### config.mk
export PLATFORM = sky130hd
export DESIGN_NAME = ifetch_unit
export DESIGN_NICKNAME = d
export VERILOG_FILES = /design/src/rtl/mips_fetch_pkg.sv /design/src/rtl/ifetch_queue.sv /design/src/rtl/ifetch_unit.sv
export SDC_FILE = /design/constraint.sdc
export NUM_CORES = 1
export LEC_CHECK = 0
export CORE_ASPECT_RATIO = 0.9
export CORE_UTILIZATION = 49
export CTS_BUF_LIST = sky130_fd_sc_hd__clkbuf_16
export DETAILED_ROUTE_END_ITERATION = 12
export PLACE_DENSITY = 0.93
export SLEW_MARGIN = 25
export SYNTH_ARGS = -nofsm -noshare
export SYNTH_HDL_FRONTEND = slang
export SYNTH_SLANG_ARGS = --single-unit
### constraint.sdc
create_clock -name clk -period 8.54 [get_ports clk]
set_clock_uncertainty 0.05 [all_clocks]
set_input_delay 1.708 -clock clk [delete_from_list [all_inputs] [get_ports clk]]
set_output_delay 1.708 -clock clk [all_outputs]
set_load 0.005 [all_outputs]
### src/rtl/mips_fetch_pkg.sv
// rtl/mips_fetch_pkg.sv - shared types and constants for the instruction-fetch front end
package mips_fetch_pkg;

    localparam int INST_W = 32;
    localparam logic [INST_W-1:0] PC_INC = 32'd4;

    typedef enum logic [1:0] {
        S_REQ  = 2'd0,
        S_WAIT = 2'd1,
        S_DROP = 2'd2
    } fetch_state_t;

    typedef struct packed {
        logic [INST_W-1:0] pc;
        logic [INST_W-1:0] data;
    } fetch_entry_t;

endpackage

### src/rtl/ifetch_queue.sv
// rtl/ifetch_queue.sv - circular instruction queue with push, pop and flush
import mips_fetch_pkg::*;

module ifetch_queue #(
    parameter int DEPTH = 2,
    localparam int AW = $clog2(DEPTH),
    localparam int CW = AW + 1
) (
    input  logic         clk,
    input  logic         rst,
    input  logic         flush,
    input  logic         push,
    input  fetch_entry_t push_entry,
    input  logic         pop,
    output fetch_entry_t head,
    output logic [CW-1:0] count
);

    fetch_entry_t  mem_q [DEPTH];
    fetch_entry_t  mem_d [DEPTH];
    logic [AW-1:0] wr_q, wr_d, rd_q, rd_d;
    logic [CW-1:0] cnt_q, cnt_d;
    logic          do_push, do_pop;

    always_comb begin
        mem_d   = mem_q;
        wr_d    = wr_q;
        rd_d    = rd_q;
        cnt_d   = cnt_q;
        do_pop  = pop && (cnt_q != '0);
        do_push = push && ((cnt_q != CW'(DEPTH)) || do_pop);
        if (flush) begin
            wr_d  = '0;
            rd_d  = '0;
            cnt_d = '0;
        end else begin
            if (do_push) begin
                mem_d[wr_q] = push_entry;
                wr_d        = wr_q + AW'(1);
            end
            if (do_pop) begin
                rd_d = rd_q + AW'(1);
            end
            cnt_d = cnt_q + CW'(do_push) - CW'(do_pop);
        end
    end

    // Storage is cleared on reset so the head fields read zero out of reset.
    always_ff @(posedge clk or posedge rst) begin
        if (rst) begin
            for (int i = 0; i < DEPTH; i++) begin
                mem_q[i] <= '0;
            end
            wr_q  <= '0;
            rd_q  <= '0;
            cnt_q <= '0;
        end else begin
            mem_q <= mem_d;
            wr_q  <= wr_d;
            rd_q  <= rd_d;
            cnt_q <= cnt_d;
        end
    end

    assign head  = mem_q[rd_q];
    assign count = cnt_q;

endmodule

### src/rtl/ifetch_unit.sv
// rtl/ifetch_unit.sv - fetch FSM driving next_pc, imem requests and the decode queue
import mips_fetch_pkg::*;

module ifetch_unit #(
    parameter logic [31:0] RESET_PC = 32'h00000000,
    parameter int          QDEPTH   = 2
) (
    input  logic        clk,
    input  logic        rst,
    input  logic [31:0] pc_in,
    output logic [31:0] next_pc,
    output logic        imem_req_valid,
    output logic [31:0] imem_req_addr,
    input  logic        imem_req_ready,
    input  logic        imem_rsp_valid,
    input  logic [31:0] imem_rsp_data,
    input  logic        redirect_valid,
    input  logic [31:0] redirect_pc,
    output logic        inst_valid,
    output logic [31:0] inst_data,
    output logic [31:0] inst_pc,
    input  logic        inst_ready,
    output logic        busy
);

    localparam int CW = $clog2(QDEPTH) + 1;

    fetch_state_t  state_q, state_d;
    logic [31:0]   req_pc_q, req_pc_d;
    logic          accept, push;
    logic [CW-1:0] count;
    fetch_entry_t  head;

    always_ff @(posedge clk or posedge rst) begin
        if (rst) begin
            state_q  <= S_REQ;
            req_pc_q <= '0;
        end else begin
            state_q  <= state_d;
            req_pc_q <= req_pc_d;
        end
    end

    // A response coinciding with a redirect still retires the request, so it goes straight to S_REQ.
    always_comb begin
        state_d  = state_q;
        req_pc_d = req_pc_q;
        case (state_q)
            S_REQ: begin
                if (accept) begin
                    state_d  = S_WAIT;
                    req_pc_d = pc_in;
                end
            end
            S_WAIT: begin
                if (imem_rsp_valid)      state_d = S_REQ;
                else if (redirect_valid) state_d = S_DROP;
            end
            S_DROP: begin
                if (imem_rsp_valid) state_d = S_REQ;
            end
            default: state_d = S_REQ;
        endcase
    end

    // Requests only issue with nothing in flight, so count alone guarantees room for the word.
    always_comb begin
        imem_req_valid = (state_q == S_REQ) && !redirect_valid && (count < CW'(QDEPTH)) && !rst;
        accept         = imem_req_valid && imem_req_ready;
        push           = (state_q == S_WAIT) && imem_rsp_valid && !redirect_valid;
        busy           = (state_q != S_REQ);
        if (rst)                 next_pc = RESET_PC;
        else if (redirect_valid) next_pc = redirect_pc;
        else if (accept)         next_pc = pc_in + PC_INC;
        else                     next_pc = pc_in;
    end

    assign imem_req_addr = pc_in;

    ifetch_queue #(.DEPTH(QDEPTH)) u_queue (
        .clk        (clk),
        .rst        (rst),
        .flush      (redirect_valid),
        .push       (push),
        .push_entry ('{pc: req_pc_q, data: imem_rsp_data}),
        .pop        (inst_ready),
        .head       (head),
        .count      (count)
    );

    assign inst_valid = (count != '0);
    assign inst_data  = head.data;
    assign inst_pc    = head.pc;

endmodule

==> results.ini, run 1 <==
[die]
dieHeight_um=125.7
floorplan.rows=44
num_io_pins=233
fp.coreArea_um2=16410
die_w_um=139.5
design.die.area_um2=17540
initial_core_utilization_pct=50.81

[job]
maxCapViolations=0

[timing]
setup-tns-final_ps=0
period_share_pct=82.22
finalCriticalPeriod_ps=7022
final-setup-viol-count=0
timing_hold_violations_final=0
pins_over_their_slew_limit=0
layout_setup_ws_ps=1518
timing.fmax_ghz=0.1424
grt_setup_unrepaired=false
whs_ps=449.4
worstMarginPinSlew_ps=1033
worst_slew_margin_rel_pct=30.96

[layout]
antenna_cells=0
utilization_pct=68.22
multi_input_comb_area_um2=3772
fillers=1204
area.sequential_um2=4155
final_area_um2=11190
layout-drive-gt1-share_pct=26.34
nets=1022
syn_to_layout_area_delta_pct=34.27

[synth]
yosysWarnings=0
netlist_instances=730
synthXorXnorAreaFrac_pct=2.732
synth-async-reset-ratio_pct=100.0
synth_top_flop_cell=dfrtp_1
sequential_to_total_area_share_from_yosys_stat_pct=49.83
synthDistinctLibCells=41
synth.area.top_cells=dfrtp_1, mux2_2, nand2_1
post_synth_and_or_nand_nor_area_fraction_pct=11.81
ys_seq_elements=166
multiplexer_share_of_the_synthesized_area_pct=26.85
synth_top_family_by_area=multiplexers
synth.top_cell.area_share_pct=49.83
syn_nets=835
adder_cell_share_of_the_synthesized_area_pct=0.4503
synthesis.area_per_instance_um2=11.42
synth_top_cell_by_area=dfrtp_1
count_of_flip_flops_with_a_built_in_enable_after_synthesis=0
synth-compound-area-share_pct=3.197
syn_area_um2=8335

[critical_path]
type_of_the_setup_path_with_the_least_slack=in2out
critPathRequiredTime_ps=6780
critical-path-top-cell-by-count=clkdlybuf4s50_1
crit_path_end_kind=output pin
cp_cell_instances=clkdlybuf4s50_1 > buf_4 > and4bb_2 > nand4_1 > or3_1 > a311oi_1 > clkdlybuf4s50_1
worst-path-buf-inv=3
worst_path_dominant_cell_family=buffers and inverters
critPathSlowestCell=clkdlybuf4s50_1
setup.worst_path.start_class=primary input
critical_path_peak_fanout=19
critical-path-max-stage-delay_ps=840
timing.critical_path.arrival_ps=5260

[routing]
drtIter0Drc=274
route.vias.total=6317
detailedRoute.firstPassIterationCount=5
drtAntennaViolNets=0
routed_via_density=5.556
routed_wl_mm=21.61
drc=0
post_drt_wl_per_cell_um=19.01

[power_and_ir_drop]
cellPowerDensity_nw_per_um2=266.2
vdd_drop_max_v=0.0001495
leakage_uw=0.005039

[global_route]
grt_util_all_layers_pct=25.32
first_global_vias=6708
grt_first_pass_wirelength_mm=34.59
grt_overflow_total=0
grt_start_max_net_pins=105
grt_antenna_before_repair=0

[clocking]
postCtsSetupBuffers=0
htree_num_levels=4
clk_latency_ps=420
cts_resized=0
cts_hold_buf=0
cts_root_buf=clkbuf_16
clkTransAtPathRegs_ps=60
num_cts_buffers=17
tritoncts=yes
sinks_on_clock_net=166
cts-root-to-sink-buffers=2

[placement]
place_ws_ps=1557
place_congestion=0.8199
placedInstanceArea_um2=10590
post-dp-hpwl_mm=14.66
port_buffers=232

[min_path]
hold_path.class=reg2reg

[run_status]
status=completed

cell usage in the layout (no fill, tap or decap), drive strengths merged, types with 9 or more instances in the layout:
| cell | synthesis | layout |
|---|---|---|
| a211oi | 14 | 14 |
| a21oi | 14 | 14 |
| buf | 42 | 9 |
| clkbuf | 31 | 17 |
| clkdlybuf4s50 | 0 | 232 |
| dfrtp | 166 | 166 |
| inv | 4 | 9 |
| mux2 | 194 | 194 |
| nand2 | 126 | 126 |
| nand3 | 12 | 12 |
| nand4 | 10 | 10 |
| nor2 | 29 | 29 |
| xnor2 | 15 | 15 |
| xor2 | 11 | 11 |
area by class of cell:
class	count	area share [%]
inverters	5	0.2124
well taps	207	2.314
clock inverters	15	1.308
flip-flops and latches	166	37.13
multi-input cells	486	33.71
clock buffers	17	3.801
repair buffers	241	21.53
cells by family after synthesis:
logic type | Yosys count
simple gates | 216
mux | 199
flops | 166
buf+inv | 78
compound gates | 42
xor+xnor | 26
fa+ha+maj | 3
metal layers:
metal  global-route usage, %  share of wire [%]  vias up
met5                       0                  0        -
met4                   7.908                2.2        0
met3                   7.262                7.1       34
met2                   44.28                 50      260
met1                   30.15                 41     3144
li1                        -                  -     2879
power breakdown:
group | total [µW] | switching [µW] | internal [µW]
sequential | 1190 | 164 | 1030
combinational | 1050 | 366 | 683
clock | 738 | 330 | 408
registers in the layout, indices dropped and copies added (netlist names):
signal	count
u_queue.wr_q	1
state_q	2
u_queue.rd_q	1
req_pc_q	32
u_queue.mem_q	128
u_queue.count	2
worst register-to-register path: stages (launching register included):
cell	delay (ps)
dfrtp_1	430
nor2_1	160
nand3_1	90
a21oi_1	330
nand2_2	520
buf_4	490
mux2_2	390
final timing paths:
check,startpoint,to,slack (ps),cells past startpoint
setup / recovery,rst,next_pc[16],1520,7
hold / removal,req_pc_q[0],req_pc_q[0],450,2
setup reg to reg,state_q[1],u_queue.mem_q[57],5960,6
hold reg to reg,req_pc_q[0],req_pc_q[0],450,2
max in group asynchronous,rst,u_queue.mem_q[38],4990,4
min in group asynchronous,rst,u_queue.mem_q[46],2350,3
cells in the mapped netlist, drive strengths merged, types with 10 or more instances:
master and count:
xor2 11, dfrtp 166, nand3 12, mux2 194, a21oi 14, a211oi 14
nand2 126, xnor2 15, nand4 10, nor2 29, buf 42, clkbuf 31
per-stage QoR:
step | instances | total power [µW]
after floorplan | 730 | 1681
after global placement | 1104 | 2208
after detailed placement | 1104 | 2253
after CTS | 1136 | 3007
after global routing | 1137 | 3143
final | 1137 | 2979
No activity file was read; power rests on OpenSTA's default activity.
==> run 2, diff against run 1 <==
==> constraint.sdc (replaced) <==
create_clock -name clk -period 6.5 [get_ports clk]
set_clock_uncertainty 0.05 [all_clocks]
set_input_delay 1.3 -clock clk [delete_from_list [all_inputs] [get_ports clk]]
set_output_delay 1.3 -clock clk [all_outputs]
set_load 0.005 [all_outputs]
==> run 2 against run 1 <==
Flip-flop and latch count did not move; critical path depth stayed put; final area rose by 0.40%; count of clock-buffer cells in the layout is the same; register-to-register slack worse by 2100 ps; first-iteration DRC count is 9.9% higher; combinational power is 31% higher; wire length down 2.9%; total power up 34%; hold slack lost 1.4 ps; critical endpoint is now next_pc[29].
==> results.ini, run 2 (same netlist as run 1, synthesis figures left out) <==
[run_status]
status=completed  ; unchanged

[global_route]
grt_use_met2_pct=43.16  ; was 44.28%
grt_start_max_net_pins=84  ; was 105
most_utilized_layer_in_the_global_route_result=met2  ; unchanged
grt_antenna_before_repair=0  ; unchanged
grtUsageMet1_pct=30.25  ; was 30.15%
groute.layer.met3.usage_pct=6.350  ; was 7.262%
grt_first_pass_wirelength_mm=33.99  ; was 34.59 mm
first_global_vias=6568  ; was 6708
grt_overflow_total=0  ; unchanged
grt_util_all_layers_pct=24.83  ; was 25.32%

[clocking]
htree_num_levels=4  ; unchanged
clk_latency_ps=420  ; about the same
tritoncts=yes  ; unchanged
cts_resized=0  ; unchanged
postCtsSetupBuffers=0  ; unchanged
cts-root-to-sink-buffers=2  ; unchanged
clkTransAtPathRegs_ps=60  ; about the same
num_cts_buffers=17  ; unchanged
sinks_on_clock_net=166  ; unchanged
cts_root_buf=clkbuf_16  ; unchanged
cts_hold_buf=0  ; unchanged

[routing]
drtIter0Drc=301  ; was 274
drc=0  ; unchanged
routed_via_density=5.492  ; was 5.556
detailedRoute.firstPassIterationCount=4  ; was 5
drtAntennaViolNets=0  ; unchanged
route.vias.total=6261  ; was 6317
post_drt_wl_per_cell_um=18.41  ; was 19.01 µm
routed_wl_mm=20.98  ; was 21.61 mm

[timing]
worstMarginPinSlew_ps=949.2  ; was 1033 ps
pins_over_their_slew_limit=0  ; unchanged
finalCriticalPeriod_ps=5670
setup-tns-final_ps=0  ; unchanged
timing.fmax_ghz=0.1764
worst_slew_margin_rel_pct=36.50  ; was 30.96%
final-setup-viol-count=0  ; unchanged
period_share_pct=87.23
timing_hold_violations_final=0  ; unchanged
grt_setup_unrepaired=false  ; unchanged

[placement]
post-dp-hpwl_mm=14.46  ; was 14.66 mm
port_buffers=232  ; unchanged
place_congestion=0.8586  ; was 0.8199

[layout]
syn_to_layout_area_delta_pct=34.81  ; was 34.27%
nets=1025  ; was 1022
most-common-layout-cells=clkdlybuf4s50_1, mux2_2, dfrtp_1, nand2_1, nor2_1  ; unchanged
layout-drive-gt1-share_pct=26.47  ; was 26.34%
largest_register=u_queue.mem_q  ; unchanged
utilization_pct=68.49  ; was 68.22%
reg_top3=u_queue.mem_q: 128 flops, req_pc_q: 32 flops  ; unchanged
antenna_cells=0  ; unchanged
largest_register_ffs=128  ; unchanged
commonest_non_fill_non_tap_cell_in_the_layout=clkdlybuf4s50_1  ; unchanged

[critical_path]
type_of_the_setup_path_with_the_least_slack=in2out  ; unchanged
timing.critical_path.arrival_ps=4320  ; was 5260 ps
critical_path_peak_fanout=8  ; was 19
setup.worst_path.start_class=primary input  ; unchanged
crit_path_end_kind=output pin  ; unchanged
critPathRequiredTime_ps=5150  ; was 6780 ps
rr_worst_depth=6  ; unchanged

[power_and_ir_drop]
cellPowerDensity_nw_per_um2=355.7  ; was 266.2 nW/µm²
vdd_drop_max_v=0.0002412  ; was 0.0001495 V
leakage_uw=0.005071  ; was 0.005039 µW

[job]
maxCapViolations=0  ; unchanged

[die]
die_w_um=139.5  ; unchanged
initial_core_utilization_pct=50.81  ; unchanged
design.die.area_um2=17540  ; unchanged
dieHeight_um=125.7  ; unchanged
floorplan.rows=44  ; unchanged
num_io_pins=233  ; unchanged
fp.coreArea_um2=16410  ; unchanged

[min_path]
worstHoldPathCells=2  ; unchanged
hold_path.class=reg2reg  ; unchanged

run 2: cell types whose count changed in the layout (fill, tap and decap cells not counted), moves of 2 or more:
cell | previous run | this run
inv_8 | 3 | 0
clkinv_4 | 4 | 0
clkinv_2 | 0 | 3
inv_1 | 3 | 5
bufinv_16 | 1 | 4
buf_4 | 8 | 11
run 2: cell type report:
type | count | area, µm²
repair buffers | 244 | 2416
multi-input cells | 486 | 3772
inverters | 5 | 22.52
clock buffers | 17 | 425.4
well taps | 207 | 259.0
clock inverters | 15 | 186.4
flip-flops and latches | 166 | 4155
fillers | 1199 | 5169
run 2: metrics by stage:
stage / cell area, µm² / setup slack [ps] / power [µW] / hold WS [ps] / std cells
after floorplan: 8339 / 974.3 / 2208 / 406.3 / 730
after global placement: 10620 / 961.4 / 2903 / 429.7 / 1108
after detailed placement: 10620 / 883.9 / 2959 / 434.9 / 1108
after CTS: 11230 / 883.5 / 4030 / 452.1 / 1140
after global routing: 11240 / 758.7 / 4203 / 462.9 / 1140
final: 11240 / 829.7 / 3997 / 448.0 / 1140
run 2: critical path, cell delays in order:
cell and delay (ps):
clkdlybuf4s50_1 620, and4_1 350, and3_1 390, or4b_4 560, mux2i_1 140, a211oi_1 370, clkdlybuf4s50_1 580
run 2: final timing paths:
check | start | endpoint | slack, ps
worst min-delay path | req_pc_q[12] | req_pc_q[12] | 450
min in group asynchronous | rst | req_pc_q[25] | 1430
worst min register to register | req_pc_q[12] | req_pc_q[12] | 450
worst max register to register | state_q[1] | u_queue.mem_q[63] | 3910
max in group asynchronous | rst | u_queue.mem_q[31] | 3940
worst max-delay path | pc_in[4] | next_pc[29] | 830
run 2: power by group:
group          internal (µW)  total (µW)  switching [µW]  leakage [µW]
combinational            898        1380             482       0.00260
clock                    639        1050             410      0.000299
sequential              1350        1570             217       0.00217
total                   2890        4000            1110       0.00507
run 2: metal layers:
metal  wire length, µm  vias to the layer above
met5                 0                        -
met4               441                        0
li1                  -                     2876
met3              1307                       35
met1              8915                     3104
met2             10320                      246
